--- config.mk ---
export PLATFORM = sky130hd
export DESIGN_NAME = parking_manager_mc
export DESIGN_NICKNAME = d
export VERILOG_FILES = /design/src/rtl/parking_pkg.sv /design/src/rtl/parking_manager_mc_cap_sched.sv /design/src/rtl/parking_manager_mc.sv
export SDC_FILE = /design/constraint.sdc
export NUM_CORES = 1
export LEC_CHECK = 0
export ABC_AREA = 1
export CORE_MARGIN = 2
export CORE_UTILIZATION = 60
export DETAILED_ROUTE_END_ITERATION = 7
export PLACE_DENSITY = 0.81
export SLEW_MARGIN = 20
export SYNTH_ARGS = -nofsm -noshare
export SYNTH_HDL_FRONTEND = slang
export SYNTH_SLANG_ARGS = --single-unit
--- constraint.sdc ---
create_clock -name clk -period 15.65 [get_ports clk]
set_input_delay 3.13 -clock clk [delete_from_list [all_inputs] [get_ports clk]]
set_output_delay 3.13 -clock clk [all_outputs]
set_load 0.1 [all_outputs]
--- src/rtl/parking_pkg.sv ---
// -----------------------------------------------------------------------------
// parking_pkg
// Shared constants and helpers for the multi-class parking manager.
//   CNT_W_DEF : default width of every count / vacancy value
//   HOUR_W    : width of the time-of-day hour (0..23)
//   sat_sub   : subtraction clamped at zero (vacancies never go negative)
// -----------------------------------------------------------------------------
package parking_pkg;

    localparam int CNT_W_DEF = 16;
    localparam int HOUR_W    = 5;

    // Work in 32 bits so callers with any CNT_W can share one helper.
    function automatic logic [31:0] sat_sub(input logic [31:0] a, input logic [31:0] b);
        return (a > b) ? (a - b) : 32'd0;
    endfunction

endpackage

--- src/rtl/parking_manager_mc_cap_sched.sv ---
// -----------------------------------------------------------------------------
// parking_cap_sched
// Combinational hour -> capacity schedule.
//   hour_i    : current hour 0..23
//   uni_cap_o : uni capacity for that hour (shrinks by STEP per hour from
//               SHIFT_HOUR, floored at UNI_MIN)
//   gen_cap_o : remaining physical spaces, TOTAL_CAP - uni_cap
// -----------------------------------------------------------------------------
module parking_cap_sched
    import parking_pkg::*;
#(
    parameter int CNT_W      = CNT_W_DEF,
    parameter int TOTAL_CAP  = 700,
    parameter int UNI_CAP    = 500,
    parameter int UNI_MIN    = 200,
    parameter int STEP       = 50,
    parameter int SHIFT_HOUR = 13
) (
    input  logic [HOUR_W-1:0] hour_i,
    output logic [CNT_W-1:0]  uni_cap_o,
    output logic [CNT_W-1:0]  gen_cap_o
);

    logic [31:0] reduce;
    logic [31:0] cap;

    always_comb begin
        reduce = 32'd0;
        cap    = 32'(UNI_CAP);
        if (32'(hour_i) >= 32'(SHIFT_HOUR)) begin
            reduce = 32'(STEP) * (32'(hour_i) - 32'(SHIFT_HOUR));
            // Compare the reduction against the headroom rather than
            // subtracting first, so the floor is hit without wrapping.
            if (reduce >= 32'(UNI_CAP - UNI_MIN)) cap = 32'(UNI_MIN);
            else                                  cap = 32'(UNI_CAP) - reduce;
        end
    end

    assign uni_cap_o = CNT_W'(cap);
    assign gen_cap_o = CNT_W'(sat_sub(32'(TOTAL_CAP), cap));

endmodule

--- src/rtl/parking_manager_mc.sv ---
// -----------------------------------------------------------------------------
// parking_manager_mc
// Two-class (uni / general) parking-lot manager with an owned time-of-day
// clock. Uni capacity shrinks on an hourly schedule; freed spaces go to the
// general pool. Uni cars overflow into general spaces when uni is full.
//   clk, rst               : clock, synchronous active-high reset
//   start                  : enables time counting (events always accepted)
//   car_entered / is_uni_car_entered : single-cycle entry request + class
//   car_exited  / is_uni_car_exited  : single-cycle exit event + class
//   uni_car_parked, parked_car, uni_overflow : registered counts
//   uni_vacated_space, vacated_space         : free spaces (comb from regs)
//   uni_is_vacated_space, is_vacated_space   : non-zero vacancy flags
//   entry_ack, entry_reject, exit_err        : registered one-cycle pulses
//   clock_hour                               : current hour 0..23
// -----------------------------------------------------------------------------
module parking_manager_mc
    import parking_pkg::*;
#(
    parameter int CNT_W          = CNT_W_DEF,
    parameter int TOTAL_CAP      = 700,
    parameter int UNI_CAP        = 500,
    parameter int UNI_MIN        = 200,
    parameter int STEP           = 50,
    parameter int SHIFT_HOUR     = 13,
    parameter int START_HOUR     = 8,
    parameter int TICKS_PER_HOUR = 3600
) (
    input  logic              clk,
    input  logic              rst,
    input  logic              start,
    input  logic              car_entered,
    input  logic              is_uni_car_entered,
    input  logic              car_exited,
    input  logic              is_uni_car_exited,
    output logic [CNT_W-1:0]  uni_car_parked,
    output logic [CNT_W-1:0]  parked_car,
    output logic [CNT_W-1:0]  uni_overflow,
    output logic [CNT_W-1:0]  uni_vacated_space,
    output logic [CNT_W-1:0]  vacated_space,
    output logic              uni_is_vacated_space,
    output logic              is_vacated_space,
    output logic              entry_ack,
    output logic              entry_reject,
    output logic              exit_err,
    output logic [HOUR_W-1:0] clock_hour
);

    localparam int TICK_W = (TICKS_PER_HOUR > 1) ? $clog2(TICKS_PER_HOUR) : 1;
    localparam logic [TICK_W-1:0] TICK_LAST = TICK_W'(TICKS_PER_HOUR - 1);

    logic [CNT_W-1:0]  uni_q, uni_d;
    logic [CNT_W-1:0]  gen_q, gen_d;
    logic [CNT_W-1:0]  ovf_q, ovf_d;
    logic              ack_q, ack_d;
    logic              rej_q, rej_d;
    logic              err_q, err_d;
    logic [TICK_W-1:0] tick_q, tick_d;
    logic [HOUR_W-1:0] hour_q, hour_d;

    logic [CNT_W-1:0]  uni_cap, gen_cap;

    // Vacancy seen by the current registers and after this cycle's exit.
    logic [31:0] excess_q, excess_x;
    logic [31:0] uvac_x, gvac_x;

    parking_cap_sched #(
        .CNT_W      (CNT_W),
        .TOTAL_CAP  (TOTAL_CAP),
        .UNI_CAP    (UNI_CAP),
        .UNI_MIN    (UNI_MIN),
        .STEP       (STEP),
        .SHIFT_HOUR (SHIFT_HOUR)
    ) u_sched (
        .hour_i    (hour_q),
        .uni_cap_o (uni_cap),
        .gen_cap_o (gen_cap)
    );

    // ---------------- registered state ----------------
    always_ff @(posedge clk) begin
        if (rst) begin
            uni_q  <= '0;
            gen_q  <= '0;
            ovf_q  <= '0;
            ack_q  <= 1'b0;
            rej_q  <= 1'b0;
            err_q  <= 1'b0;
            tick_q <= '0;
            hour_q <= HOUR_W'(START_HOUR);
        end else begin
            uni_q  <= uni_d;
            gen_q  <= gen_d;
            ovf_q  <= ovf_d;
            ack_q  <= ack_d;
            rej_q  <= rej_d;
            err_q  <= err_d;
            tick_q <= tick_d;
            hour_q <= hour_d;
        end
    end

    // ---------------- time of day ----------------
    always_comb begin
        tick_d = tick_q;
        hour_d = hour_q;
        if (start) begin
            if (tick_q == TICK_LAST) begin
                tick_d = '0;
                hour_d = (hour_q == HOUR_W'(23)) ? '0 : hour_q + HOUR_W'(1);
            end else begin
                tick_d = tick_q + TICK_W'(1);
            end
        end
    end

    // ---------------- events ----------------
    // Exit is resolved first; entry then sees the vacancy it freed. Both use
    // the capacity of the current (pre-tick) hour.
    always_comb begin
        uni_d    = uni_q;
        gen_d    = gen_q;
        ovf_d    = ovf_q;
        ack_d    = 1'b0;
        rej_d    = 1'b0;
        err_d    = 1'b0;

        if (car_exited) begin
            if (is_uni_car_exited) begin
                // Overflow cars leave first so general spaces are returned early.
                if (ovf_q != '0)      ovf_d = ovf_q - CNT_W'(1);
                else if (uni_q != '0) uni_d = uni_q - CNT_W'(1);
                else                  err_d = 1'b1;
            end else begin
                if (gen_q != '0) gen_d = gen_q - CNT_W'(1);
                else             err_d = 1'b1;
            end
        end

        uvac_x   = sat_sub(32'(uni_cap), 32'(uni_d));
        excess_x = sat_sub(32'(uni_d), 32'(uni_cap));
        gvac_x   = sat_sub(sat_sub(sat_sub(32'(gen_cap), 32'(gen_d)), 32'(ovf_d)), excess_x);

        if (car_entered) begin
            if (is_uni_car_entered) begin
                if (uvac_x != 32'd0) begin
                    uni_d = uni_d + CNT_W'(1);
                    ack_d = 1'b1;
                end else if (gvac_x != 32'd0) begin
                    ovf_d = ovf_d + CNT_W'(1);
                    ack_d = 1'b1;
                end else begin
                    rej_d = 1'b1;
                end
            end else begin
                if (gvac_x != 32'd0) begin
                    gen_d = gen_d + CNT_W'(1);
                    ack_d = 1'b1;
                end else begin
                    rej_d = 1'b1;
                end
            end
        end
    end

    // ---------------- outputs ----------------
    // Uni cars above a shrunken uni capacity stay parked and eat general space.
    assign excess_q = sat_sub(32'(uni_q), 32'(uni_cap));

    assign uni_vacated_space = CNT_W'(sat_sub(32'(uni_cap), 32'(uni_q)));
    assign vacated_space     = CNT_W'(sat_sub(sat_sub(sat_sub(32'(gen_cap), 32'(gen_q)),
                                                      32'(ovf_q)), excess_q));

    assign uni_is_vacated_space = (uni_vacated_space != '0);
    assign is_vacated_space     = (vacated_space != '0);

    assign uni_car_parked = uni_q;
    assign parked_car     = gen_q;
    assign uni_overflow   = ovf_q;
    assign entry_ack      = ack_q;
    assign entry_reject   = rej_q;
    assign exit_err       = err_q;
    assign clock_hour     = hour_q;

endmodule

==> results.ini, run 1 <==
[run_status]
status = finished clean

[grt]
top_usage_layer = met2
grtUsageMet2_pct = 63.3
grtUsageMet1_pct = 43.3
grt_max_degree = 44
track_usage_pct = 35.6
grt_pass1_vias = 16026
antenna_found_initial = 0
grt_pass1_wl_mm = 77.5
grt_overflow = 0
grtUsageMet3_pct = 3.46

[clocking]
cts_buffers = 9
cts_hold_buf = 0
clk_path_buf_depth = 2
ctsRootBufferMaster = clkbuf_16
cts.clk_slew.worst_paths_ns = 0.07
cts_tree = done
clock_latency_ns = 0.35
ctsHtreeMaxLevel = 3
clock-sinks = 68

[placed_design]
io_buffers = 96
gp_congestion = 1.00
post-dp-hpwl_mm = 41.2
pre_cts_slack_ns = -0.316

[finish]
nets = 2945
diodes = 0
drive_above_1_share_pct = 10.4
multiInputGateArea_um2 = 13000
fill_cells = 2244
area_growth_pct = 18.9
fin_util_pct = 72.5
seq_area_um2 = 1380

[drt]
drt-initial-drc-count = 1513
antenna_left = 0
totalWireLength_mm = 50.0
drc = 0
firstDrtPassIters = 6
viasPerCell = 5.79
wl_per_cell_um = 16.5
vias = 17560

[critical_path]
arrival_ns = 12.06
cp_slowest_cell = fa_1
critPathLaunch = clock_hour[1]$_SDFFE_PP0P_
crit_fanout = 7
r2r_slack_ns = 1.62
end_kind = output pin
cpMostUsedCell = nand2_1
cp.required_ns = 12.52
rr_startpoint = clock_hour[1]$_SDFFE_PP0P_
critical_path_class = reg2out
critPathTopFamily = simple AND/OR/NAND/NOR gates
cp-start-kind = flop
slowest_delay_ns = 0.51
crit_buf_inv = 14

[sta]
relSlewSlack_pct = 28.6
setup_violations = 0
finClkSkew_ns = 0.0176
finalHoldWorstSlack_ns = 0.501
slew_violations = 0
period_share_pct = 97.0
max_freq_ghz = 0.0658
setup_tns_ns = 0
hold_viol = 0
fin_crit_ns = 15.19
worst_pin_slew_ns = 1.07
worst_slack_ns = 0.462

[hold_path]
hold_path.class = reg2reg
min_from = tick_q[11]$_SDFFE_PP0P_

[yosys]
synth_xor_area_share_pct = 7.62
synth_top_family_by_area = simple AND/OR/NAND/NOR gates
ys_async_sr_fraction_pct = 0
synth_seq_cells = 68
synthMuxAreaShare_pct = 0.0654
synth_common_cells = nand2_1, inv_1, nor2_1
ys_seq_area_share_pct = 8.89
synthSimpleGateAreaFrac_pct = 33.5
synth_area_um2 = 15300
ys_warn_count = 0
synthFlopType = dfxtp_1
yosys-top-cells-area = ha_1, nand2_1, inv_1, dfxtp_1, nor2_1
synth_edf_count = 0
synth_most_common_cell = nand2_1
synthAdderAreaFrac_pct = 20.3
ys_types = 68
synth.largest_area_cell = ha_1
avgSynthCellArea_um2 = 6.02
synth_top_area_share_pct = 18.4
syn_inst = 2545
synth-compound-area-share_pct = 18.3

[floorplan]
core_area_um2 = 25100
start_util_pct = 61.0
die_w_um = 164
die_h_um = 164
ios = 97
rows = 58
die_area_um2 = 26800

[job]
max_cap_viol_count = 0

==> path summary, 6_finish.rpt <==
path                                to  cells past startpoint
min            tick_q[11]$_SDFFE_PP0P_                      2
max                   is_vacated_space                     92
min reg2reg    tick_q[11]$_SDFFE_PP0P_                      2
max reg2reg  parked_car[14]$_SDFF_PP0_                     85
==> registers in the layout, indices dropped and copies added, names as in the netlist <==
name	count
parked_car	16
uni_car_parked	16
uni_overflow	16
tick_q	12
clock_hour	5
entry_ack	1
entry_reject	1
exit_err	1
==> layer usage <==
metal	share of wire (%)	wire, um	up-vias
li1	-	-	8672
met1	41	20400	7997
met4	5.1	2550	0
met3	6.4	3190	152
met2	48	23900	739
met5	0	0	-
==> cell families after synthesis <==
group	after synthesis
compound gates	484
simple gates	1169
flops	68
mux	1
buf+inv	450
fa+ha+maj	240
other cells	2
xor+xnor	131
==> tightest hold or removal path: stages, from the launching register on <==
cell	delay [ns]
dfxtp_1	0.33
inv_1	0.07
a21oi_1	0.06
==> through the flow <==
step,area (um^2),cells
after detailed placement,17100,2984
final,18200,3033
after global placement,17100,2984
after global routing,18200,3033
after floorplan,15600,2583
after CTS,17400,3003
==> area by class of cell <==
type / count / share of cell area [%]
Multi-Input combinational cell: 2065 / 71.6
Inverter: 408 / 8.50
Timing Repair Buffer: 146 / 8.42
Sequential cell: 68 / 7.57
Tap cell: 330 / 2.27
Clock buffer: 9 / 1.24
Clock inverter: 7 / 0.440
==> cells in the final DEF, fill, tap and decap left out, types with 7 or more instances in the layout <==
cell type / Yosys / final
or2_2: 19 / 18
o21ai_0: 112 / 105
nand2_1: 513 / 489
a211oi_1: 7 / 7
a21o_1: 18 / 17
conb_1: 2 / 40
nor2_1: 309 / 291
fa_1: 15 / 13
nor3_1: 63 / 56
dfxtp_1: 68 / 63
xor2_1: 94 / 91
a21oi_2: 2 / 9
nand3_1: 147 / 138
xnor2_1: 36 / 36
inv_2: 9 / 21
ha_1: 225 / 208
inv_1: 397 / 379
o21bai_1: 20 / 19
o21ai_1: 8 / 14
nand3_2: 6 / 14
nand4_1: 46 / 46
a31oi_1: 11 / 11
nor3_4: 1 / 7
o21a_1: 10 / 10
buf_4: 3 / 44
nor3b_1: 7 / 7
clkbuf_16: 0 / 9
clkdlybuf4s50_1: 0 / 79
nand2_2: 10 / 30
ha_4: 0 / 14
o31ai_1: 20 / 20
nor2_2: 6 / 21
a21oi_1: 231 / 222
nor4_1: 20 / 14
buf_12: 0 / 17
==> timing repair <==
action / in CTS / in global routing
pin swaps: 3 / 62
gates resized for setup: 13 / 137
setup endpoints to repair: 17 / 18
buffers inserted: 3 / 30
gates cloned: 0 / 0
Power of run 1 is not shown: default switching activity piles up to over one toggle a cycle in this logic, so the estimate is an artifact.
==> run 2: changes to the inputs <==
--- a/config.mk
+++ b/config.mk
@@ -6,6 +6,7 @@
 export NUM_CORES = 1
 export LEC_CHECK = 0
 export ABC_AREA = 1
+export CORE_ASPECT_RATIO = 1.5
 export CORE_MARGIN = 2
 export CORE_UTILIZATION = 60
 export DETAILED_ROUTE_END_ITERATION = 7
==> results.ini, run 2 (synthesis gave the netlist of run 1 again) <==
[run_status]
status = finished clean

[sta]
relSlewSlack_pct = 26.5  ; -2.0 points
period_share_pct = 98.8  ; +1.7 points
fin_crit_ns = 15.46  ; +0.268 ns
hold_viol = 0  ; unchanged
worst_pin_slew_ns = 1.10  ; +0.0306 ns
setup_violations = 0  ; unchanged
slew_violations = 0  ; unchanged
finClkSkew_ns = 0.00949  ; -0.00812 ns
max_freq_ghz = 0.0647  ; -1.7%

[drt]
firstDrtPassIters = 6  ; unchanged
drc = 0  ; unchanged
vias = 18013  ; +2.6%
viasPerCell = 5.94  ; +2.6%
drt-initial-drc-count = 1453  ; -4.0%
wl_per_cell_um = 17.5  ; +6.2%
antenna_left = 0  ; unchanged
totalWireLength_mm = 53.1  ; +6.1%

[critical_path]
rr_startpoint = clock_hour[1]$_SDFFE_PP0P_
cp.required_ns = 12.52  ; about the same
cpMostUsedCell = nand2_1
critical_path_class = reg2out
cp_slowest_cell = fa_1
crit_fanout = 5  ; -2
r2r.worst_path.cells = 85  ; unchanged
arrival_ns = 12.33  ; +0.27 ns
critPathLaunch = clock_hour[1]$_SDFFE_PP0P_
cp-start-kind = flop
end_kind = output pin
slowest_delay_ns = 0.48  ; -0.03 ns

[grt]
grt_overflow = 0  ; unchanged
grt_pass1_vias = 17068  ; +6.5%
grtUsageMet2_pct = 70.9  ; +7.5 points
grtUsageMet3_pct = 4.92  ; +1.5 points
grtUsageMet1_pct = 39.4  ; -3.9 points
track_usage_pct = 37.5  ; +1.9 points
antenna_found_initial = 0  ; unchanged
top_usage_layer = met2
grt_max_degree = 45  ; +2.3%
grt_pass1_wl_mm = 81.4  ; +5.0%

[clocking]
ctsRootBufferMaster = clkbuf_16
cts_tree = done
clock-sinks = 68  ; unchanged
cts_hold_buf = 0  ; unchanged
clock_latency_ns = 0.36  ; about the same
clk_path_buf_depth = 2  ; unchanged
ctsHtreeMaxLevel = 3  ; unchanged
cts_buffers = 9  ; unchanged
cts.clk_slew.worst_paths_ns = 0.06  ; about the same

[hold_path]
hold_path.class = reg2reg
min_path_cells = 2  ; unchanged
min_from = tick_q[0]$_SDFFE_PP0P_

[finish]
final_common_cell = nand2_1
area_growth_pct = 19.9
diodes = 0  ; unchanged
fill_cells = 2107  ; -6.1%
layoutNonFillerInstCount = 3032  ; -0.033%
nets = 2946  ; +0.034%
seq_area_um2 = 1380  ; -0.18%
multiInputGateArea_um2 = 13200  ; +1.4%
final_cell_mix = nand2_1, inv_1, nor2_1
drive_above_1_share_pct = 11.2  ; +0.81 points

[placed_design]
io_buffers = 96  ; unchanged
dp_cells = 2980  ; -0.13%
post-dp-hpwl_mm = 42.6  ; +3.5%
gp_congestion = 1.06  ; +5.9%

[floorplan]
ios = 97  ; unchanged
die_h_um = 200  ; +22%
die_w_um = 134  ; -18%
core_area_um2 = 25100  ; -0.23%
die_area_um2 = 26800  ; about the same
start_util_pct = 61.1  ; +0.14 points
rows = 71  ; +22%

[job]
max_cap_viol_count = 0  ; unchanged

run 2: cell types whose count changed in the layout (fill, tap and decap cells not counted), sizes merged:
cell      before  now
inv          409  404
clkbuf         9   12
clkinv         2    4
buf           67   68
bufinv         1    0
clkinvlp       3    4
run 2: worst paths after layout:
check / end / slack (ns)
worst min-delay path: tick_q[0]$_SDFFE_PP0P_ / 0.50
worst min register to register: tick_q[0]$_SDFFE_PP0P_ / 0.50
worst max register to register: parked_car[14]$_SDFF_PP0_ / 1.35
worst max-delay path: is_vacated_space / 0.19
run 2: timing repair:
item,4_1_cts,5_1_grt
pin swaps,3,71
buffers inserted,4,32
gates resized for setup,18,156
endpoints found under the setup margin,13,20
run 2: per-layer routing:
metal	vias up	part of all wire, %
met2	792	51
met1	8298	36
met3	251	6.1
met5	-	0
met4	0	6.2
li1	8672	-
run 2: layout make-up:
type	instances	area share [%]
Clock buffer	12	1.40
Clock inverter	4	0.177
Inverter	408	8.44
Multi-Input combinational cell	2065	71.9
Sequential cell	68	7.49
Tap cell	328	2.24
Timing Repair Buffer	147	8.35
run 2: per-stage QoR:
| stage | area [um^2] | hold slack, ns | setup WS [ns] | setup TNS [ns] | util [%] |
|---|---|---|---|---|---|
| floorplan | 15600 | 0.457 | 0.0141 | 0 | - |
| global placement | 17000 | 0.478 | 0.319 | 0 | 68.0 |
| detailed placement | 17000 | 0.494 | -0.305 | -0.305 | 68.0 |
| CTS | 17400 | 0.502 | 0.0193 | 0 | 69.7 |
| global route | 18400 | 0.531 | -0.262 | -0.262 | 73.3 |
| finish | 18400 | 0.503 | 0.194 | 0 | 73.3 |
run 2: critical path, delay by kind of cell, from the launching register on:
kind,cells,cell delay (ns)
buf+inv,12,1.00
compound gates,9,1.91
flops,1,0.37
fa+ha+maj,11,3.07
simple gates,48,4.97
xor+xnor,3,0.58
Power of run 2 is left out for the same reason.
==> run 3: changes to the inputs <==
--- a/config.mk
+++ b/config.mk
@@ -5,7 +5,6 @@
 export SDC_FILE = /design/constraint.sdc
 export NUM_CORES = 1
 export LEC_CHECK = 0
-export ABC_AREA = 1
 export CORE_ASPECT_RATIO = 1.5
 export CORE_MARGIN = 2
 export CORE_UTILIZATION = 60
==> results.ini, run 3 <==
[sta]
setup_violations = 3  ; +3
finClkSkew_ns = 0.0104  ; +0.000956 ns
worst_slack_ns = -0.0906  ; -0.285 ns
finalHoldWorstSlack_ns = 0.506  ; +0.00313 ns
rsz0062_at_grt = true
hold_viol = 0  ; unchanged
slew_violations = 0  ; unchanged
setup_tns_ns = -0.163  ; -0.163 ns
fin_crit_ns = 15.74  ; +0.285 ns
max_freq_ghz = 0.0635  ; -1.8%
relSlewSlack_pct = 29.4  ; +2.9 points
worst_pin_slew_ns = 1.04  ; -0.0540 ns
period_share_pct = 101  ; +1.8 points

[yosys]
ys_warn_count = 0  ; unchanged
avgSynthCellArea_um2 = 7.19  ; +19%
synth.largest_area_cell = ha_1
synth_seq_cells = 68  ; unchanged
yosys-top-cells-area = ha_1, dfxtp_1, xnor2_1, nor2_1, a21oi_1
ys_types = 87  ; +28%
ys_seq_area_share_pct = 9.24  ; +0.35 points
synth_top_area_share_pct = 19.1  ; +0.72 points
synthFlopType = dfxtp_1
synth_common_cells = ha_1, nor2_1, inv_1
syn_inst = 2050  ; -19%
synth_area_um2 = 14700  ; -3.8%
synth_most_common_cell = ha_1
ys_async_sr_fraction_pct = 0  ; unchanged
synth_edf_count = 0  ; unchanged

[clocking]
cts_tree = done
ctsHtreeMaxLevel = 3  ; unchanged
cts_hold_buf = 0  ; unchanged
clk_path_buf_depth = 2  ; unchanged
clock-sinks = 68  ; unchanged
cts.clk_slew.worst_paths_ns = 0.06  ; about the same
clock_latency_ns = 0.35  ; about the same
ctsRootBufferMaster = clkbuf_16
cts_buffers = 9  ; unchanged

[finish]
nets = 2482  ; -16%
final_cell_mix = ha_1, nor2_1, inv_1
drive_above_1_share_pct = 13.0  ; +1.8 points
area_growth_pct = 20.9
final_common_cell = ha_1
diodes = 0  ; unchanged

[drt]
vias = 16389  ; -9.0%
wl_per_cell_um = 19.5  ; +11%
drc = 0  ; unchanged
firstDrtPassIters = 8  ; +2
totalWireLength_mm = 50.0  ; -5.7%
drt-initial-drc-count = 1292  ; -11%
viasPerCell = 6.39  ; +7.6%
antenna_left = 0  ; unchanged

[grt]
grt_pass1_wl_mm = 76.7  ; -5.8%
grt_pass1_vias = 15747  ; -7.7%
antenna_found_initial = 0  ; unchanged
grt_max_degree = 61  ; +36%
track_usage_pct = 36.1  ; -1.5 points
grt_overflow = 0  ; unchanged

[run_status]
failed_checks = negative setup slack
status = finished with violations

[critical_path]
cpMostUsedCell = a21o_1
r2r.worst_path.cells = 65  ; -24%
end_kind = output pin
critical_path_class = reg2out
cp-start-kind = flop
cp_slowest_cell = fa_1
arrival_ns = 12.61  ; +0.28 ns
cp.required_ns = 12.52  ; about the same
r2r_slack_ns = 0.84  ; -0.51 ns
crit_fanout = 4  ; -1
slowest_delay_ns = 0.50  ; +0.02 ns

[hold_path]
min_path_cells = 2  ; unchanged
hold_path.class = reg2reg

[placed_design]
io_buffers = 96  ; unchanged
gp_congestion = 1.03  ; -2.6%
post-dp-hpwl_mm = 39.3  ; -7.9%

[floorplan]
start_util_pct = 60.7  ; -0.37 points
die_w_um = 132  ; -1.8%
core_area_um2 = 24300  ; -3.2%
die_area_um2 = 25900  ; -3.7%
die_h_um = 196  ; -1.9%
rows = 70  ; -1.4%
ios = 97  ; unchanged

[job]
max_cap_viol_count = 0  ; unchanged

run 3: cell type report:
class	count	area [um^2]
inverters	168	636
clock inverters	2	15.0
fillers	1974	6450
repair buffers	199	1930
clock buffers	14	285
multi-input cells	1789	13200
flip-flops and latches	68	1380
well taps	324	405
run 3: metrics by stage:
step	util [%]	cells	setup WS (ns)	cell area, um^2
final	73.4	2564	-0.0906	17800
after global routing	73.4	2564	-0.573	17800
after CTS	71.0	2535	0.0189	17200
after detailed placement	68.7	2496	-0.395	16700
after global placement	68.7	2496	0.0894	16700
after floorplan	-	2088	0.0130	15000
run 3: repair_timing:
action                                  in CTS  in global routing
buffers inserted                            23                 29
pin swaps                                   16                 66
gates resized for setup                     21                 85
endpoints found under the setup margin      17                 51
run 3: per-layer routing:
layer  GRT usage, %  up-vias  wire (um)
met1           38.7     7715      18200
met5              0        -          0
li1               -     7734          -
met2           67.6      712      25700
met4           21.9        0       3260
met3           3.59      228       2840
run 3: cells by family (layout without fill, tap and decap cells):
kind of cell | after synthesis | after routing | synth area share (%)
AOI/OAI and AO/OA | 518 | 518 | 23.7
xor gates and xnor gates | 190 | 190 | 11.3
adders and majority gates | 240 | 240 | 21.1
buffers and inverters | 231 | 383 | 5.93
DFF | 68 | 68 | 9.24
muxes | 11 | 11 | 0.756
other | 2 | 40 | 0.0510
and+or+nand+nor | 790 | 790 | 27.8
run 3: worst max-delay path, delay by kind of cell, from the launching register on:
family	cells	cell delay, ns
flip-flops	1	0.38
buffers and inverters	10	1.16
AO/OA/AOI/OAI	26	4.57
adder cells (fa/ha/maj)	10	3.02
XOR/XNOR	3	0.63
AND/OR/NAND/NOR	15	2.49
run 3: final timing paths:
check	from	to
max	clock_hour[0]$_SDFFE_PP0P_	is_vacated_space
min	tick_q[11]$_SDFFE_PP0P_	tick_q[11]$_SDFFE_PP0P_
max reg2reg	clock_hour[0]$_SDFFE_PP0P_	parked_car[13]$_SDFF_PP0_
min reg2reg	tick_q[11]$_SDFFE_PP0P_	tick_q[11]$_SDFFE_PP0P_
Power of run 3 is left out for the same reason.
==> RTL edit, RTL diff (settings of run 1) <==
The output `exit_err` loses its register stage (`err_q` becomes a continuous assignment).
--- a/src/rtl/parking_manager_mc.sv
+++ b/src/rtl/parking_manager_mc.sv
@@ -85,5 +85,4 @@
             ack_q  <= 1'b0;
             rej_q  <= 1'b0;
-            err_q  <= 1'b0;
             tick_q <= '0;
             hour_q <= HOUR_W'(START_HOUR);
@@ -94,9 +93,10 @@
             ack_q  <= ack_d;
             rej_q  <= rej_d;
-            err_q  <= err_d;
             tick_q <= tick_d;
             hour_q <= hour_d;
         end
     end
+
+    assign err_q = err_d;
 
     // ---------------- time of day ----------------
Behaviour: not the same (Yosys sat finds a counterexample within 4 cycles, from zero or initial values and one cycle with rst high).
==> RTL edit against run 1 <==
  * Clock skew about the same
  * Register-to-register slack improved by 0.32 ns
  * Setup slack improved by 0.038 ns
  * Sequential cell count is 1 lower
  * Synthesized area decreased by 0.47%
  * Routed wire length is 2.1% higher
  * Cell area fell by 0.41%
  * Fmax grew 0.25%
Power is left out: the tool's default activity adds up to more than one toggle a clock period on the data nets, which glitch-free logic cannot reach.
==> RTL edit: results (changes against run 1) <==
routing:
  vias_per_cell: 5.83  # was 5.79
  drt_first_iter_violations: 1481  # was 1513
  first_pass_iters: 8  # was 6
  wl_per_cell_microns: 17.0  # was 16.5 microns
timing:
  finalClockSkew_ns: 0.0177  # was 0.0176 ns
  relSlewSlack: 0.234  # was 0.286
clock_network:
  cts_buffers: 9  # unchanged
  clkLatencyLatePin_ns: 0.36
  clock_path_buffers: 2  # unchanged
  root_buffer: "clkbuf_16"  # unchanged
synthesis:
  yosys_warnings: 0  # unchanged
  ys_seq_area_frac: 0.0880  # was 0.0889
  synth_area_leaders: "ha_1 (18%), nand2_1 (12%), inv_1 (9.6%)"  # was ha_1 (18%), nand2_1 (13%), inv_1 (9.7%)
  synth_flop_cell: "dfxtp_1"  # unchanged
  yosysMostFrequentCell: "nand2_1"  # unchanged
  synth_cells: 2516  # was 2545
  synth_cell_types: 61  # was 68
  synth.top_cells.by_count: "nand2_1 (484), inv_1 (390), nor2_1 (314), a21oi_1 (231), ha_1 (225)"  # was nand2_1 (513), inv_1 (397), nor2_1 (309), a21oi_1 (231), ha_1 (225)
worst_hold_path:
  worstHoldStart: "tick_q[11]"  # unchanged
  min_path_type: "reg -> reg"  # unchanged
  whs_path_depth: 2  # unchanged
  worstHoldEndpoint: "tick_q[11]"  # unchanged
global_route:
  grt_pass1_vias: 16200  # was 16000
  grt_pass1_wl_microns: 79100  # was 77500 microns
  grt_max_degree: 44  # unchanged
  antenna_found_initial: 0  # unchanged
  grt_use_total: 0.368  # was 0.356
worst_setup_path:
  worst_r2r_endpoint: "parked_car[13]"  # was parked_car[14]
  critPathMaxStageDelay_ns: 0.51  # about the same
  worst_r2r_path_depth: 82  # was 85
  cp_max_fo: 15  # was 7
  slowest_stage: "fa_1"  # unchanged
  ff2ff_setup_slack_ns: 1.94  # was 1.62 ns
placed_design:
  place_area_sq_um: 17000  # was 17100 sq um
  hpwlAfterDp_microns: 41700  # was 41200 microns
  gp_congestion: 1.00  # about the same
run_status:
  outcome: "finished clean"  # unchanged
final_layout:
  nNetsFinal: 2921  # was 2945
  layout-drive-gt1-share: 0.107  # was 0.104
  layout.cells.non_filler: 3009  # was 3033
==> RTL edit: changes by cell type after synthesis, sizes merged, moves of 6 or more <==
cell	before	now
a211oi	8	15
nand2	526	505
nand3	156	141
nand4	46	54
nor2	317	325
nor3	64	57
o21ai	125	137
xor2	95	101
==> RTL edit: repair_timing <==
item,4_1_cts,5_1_grt
resized for setup,23,112
buffers inserted,2,31
pin swaps,2,50
setup endpoints to repair,17,17
==> RTL edit: final cells by class <==
cell class / count / area [sq um]
Multi-Input combinational cell: 2043 / 13000
Fill cell: 2104 / 6910
Timing Repair Buffer: 147 / 1550
Inverter: 406 / 1540
Sequential cell: 67 / 1360
Tap cell: 330 / 413
Clock buffer: 9 / 225
Clock inverter: 7 / 82.6
==> RTL edit: kinds of logic after synthesis <==
group                    after synthesis  share of synthesized area
AND/OR/NAND/NOR                     1140                      0.332
AO/OA/AOI/OAI                        482                      0.181
buffers and inverters                444                      0.112
adder cells (fa/ha/maj)              240                      0.204
XOR/XNOR                             141                     0.0823
flip-flops                            67                     0.0880
other                                  2                   0.000493
==> RTL edit: worst max path at each step <==
stage	startpoint	endpoint	slack [ns]	cells past startpoint
global placement	clock_hour[1]	is_vacated_space	0.007	91
global route	clock_hour[4]	is_vacated_space	-0.33	92
CTS	clock_hour[1]	is_vacated_space	0.003	90
floorplan	clock_hour[0]	is_vacated_space	0.04	89
finish	clock_hour[1]	is_vacated_space	0.50	91
detailed placement	clock_hour[1]	is_vacated_space	-0.47	91
==> RTL edit: per-stage QoR <==
stage	hold slack, ns	worst slack [ns]
floorplan	0.449	0.0431
global placement	0.473	0.00679
detailed placement	0.482	-0.471
CTS	0.491	0.00333
global route	0.515	-0.334
finish	0.492	0.499
==> RTL edit: routing by layer <==
metal / track usage / wire length, microns
met4: 0.167 / 2500
met3: 0.0485 / 3670
met1: 0.465 / 21500
met2: 0.624 / 23300
met5: 0 / 0
==> RTL edit: critical path: cells and delay by family (launching register included) <==
family | cells | cell delay [ns]
AND/OR/NAND/NOR | 55 | 5.55
flip-flops | 1 | 0.38
buffers and inverters | 15 | 1.38
AO/OA/AOI/OAI | 10 | 1.41
adder cells (fa/ha/maj) | 10 | 2.79
XOR/XNOR | 1 | 0.14
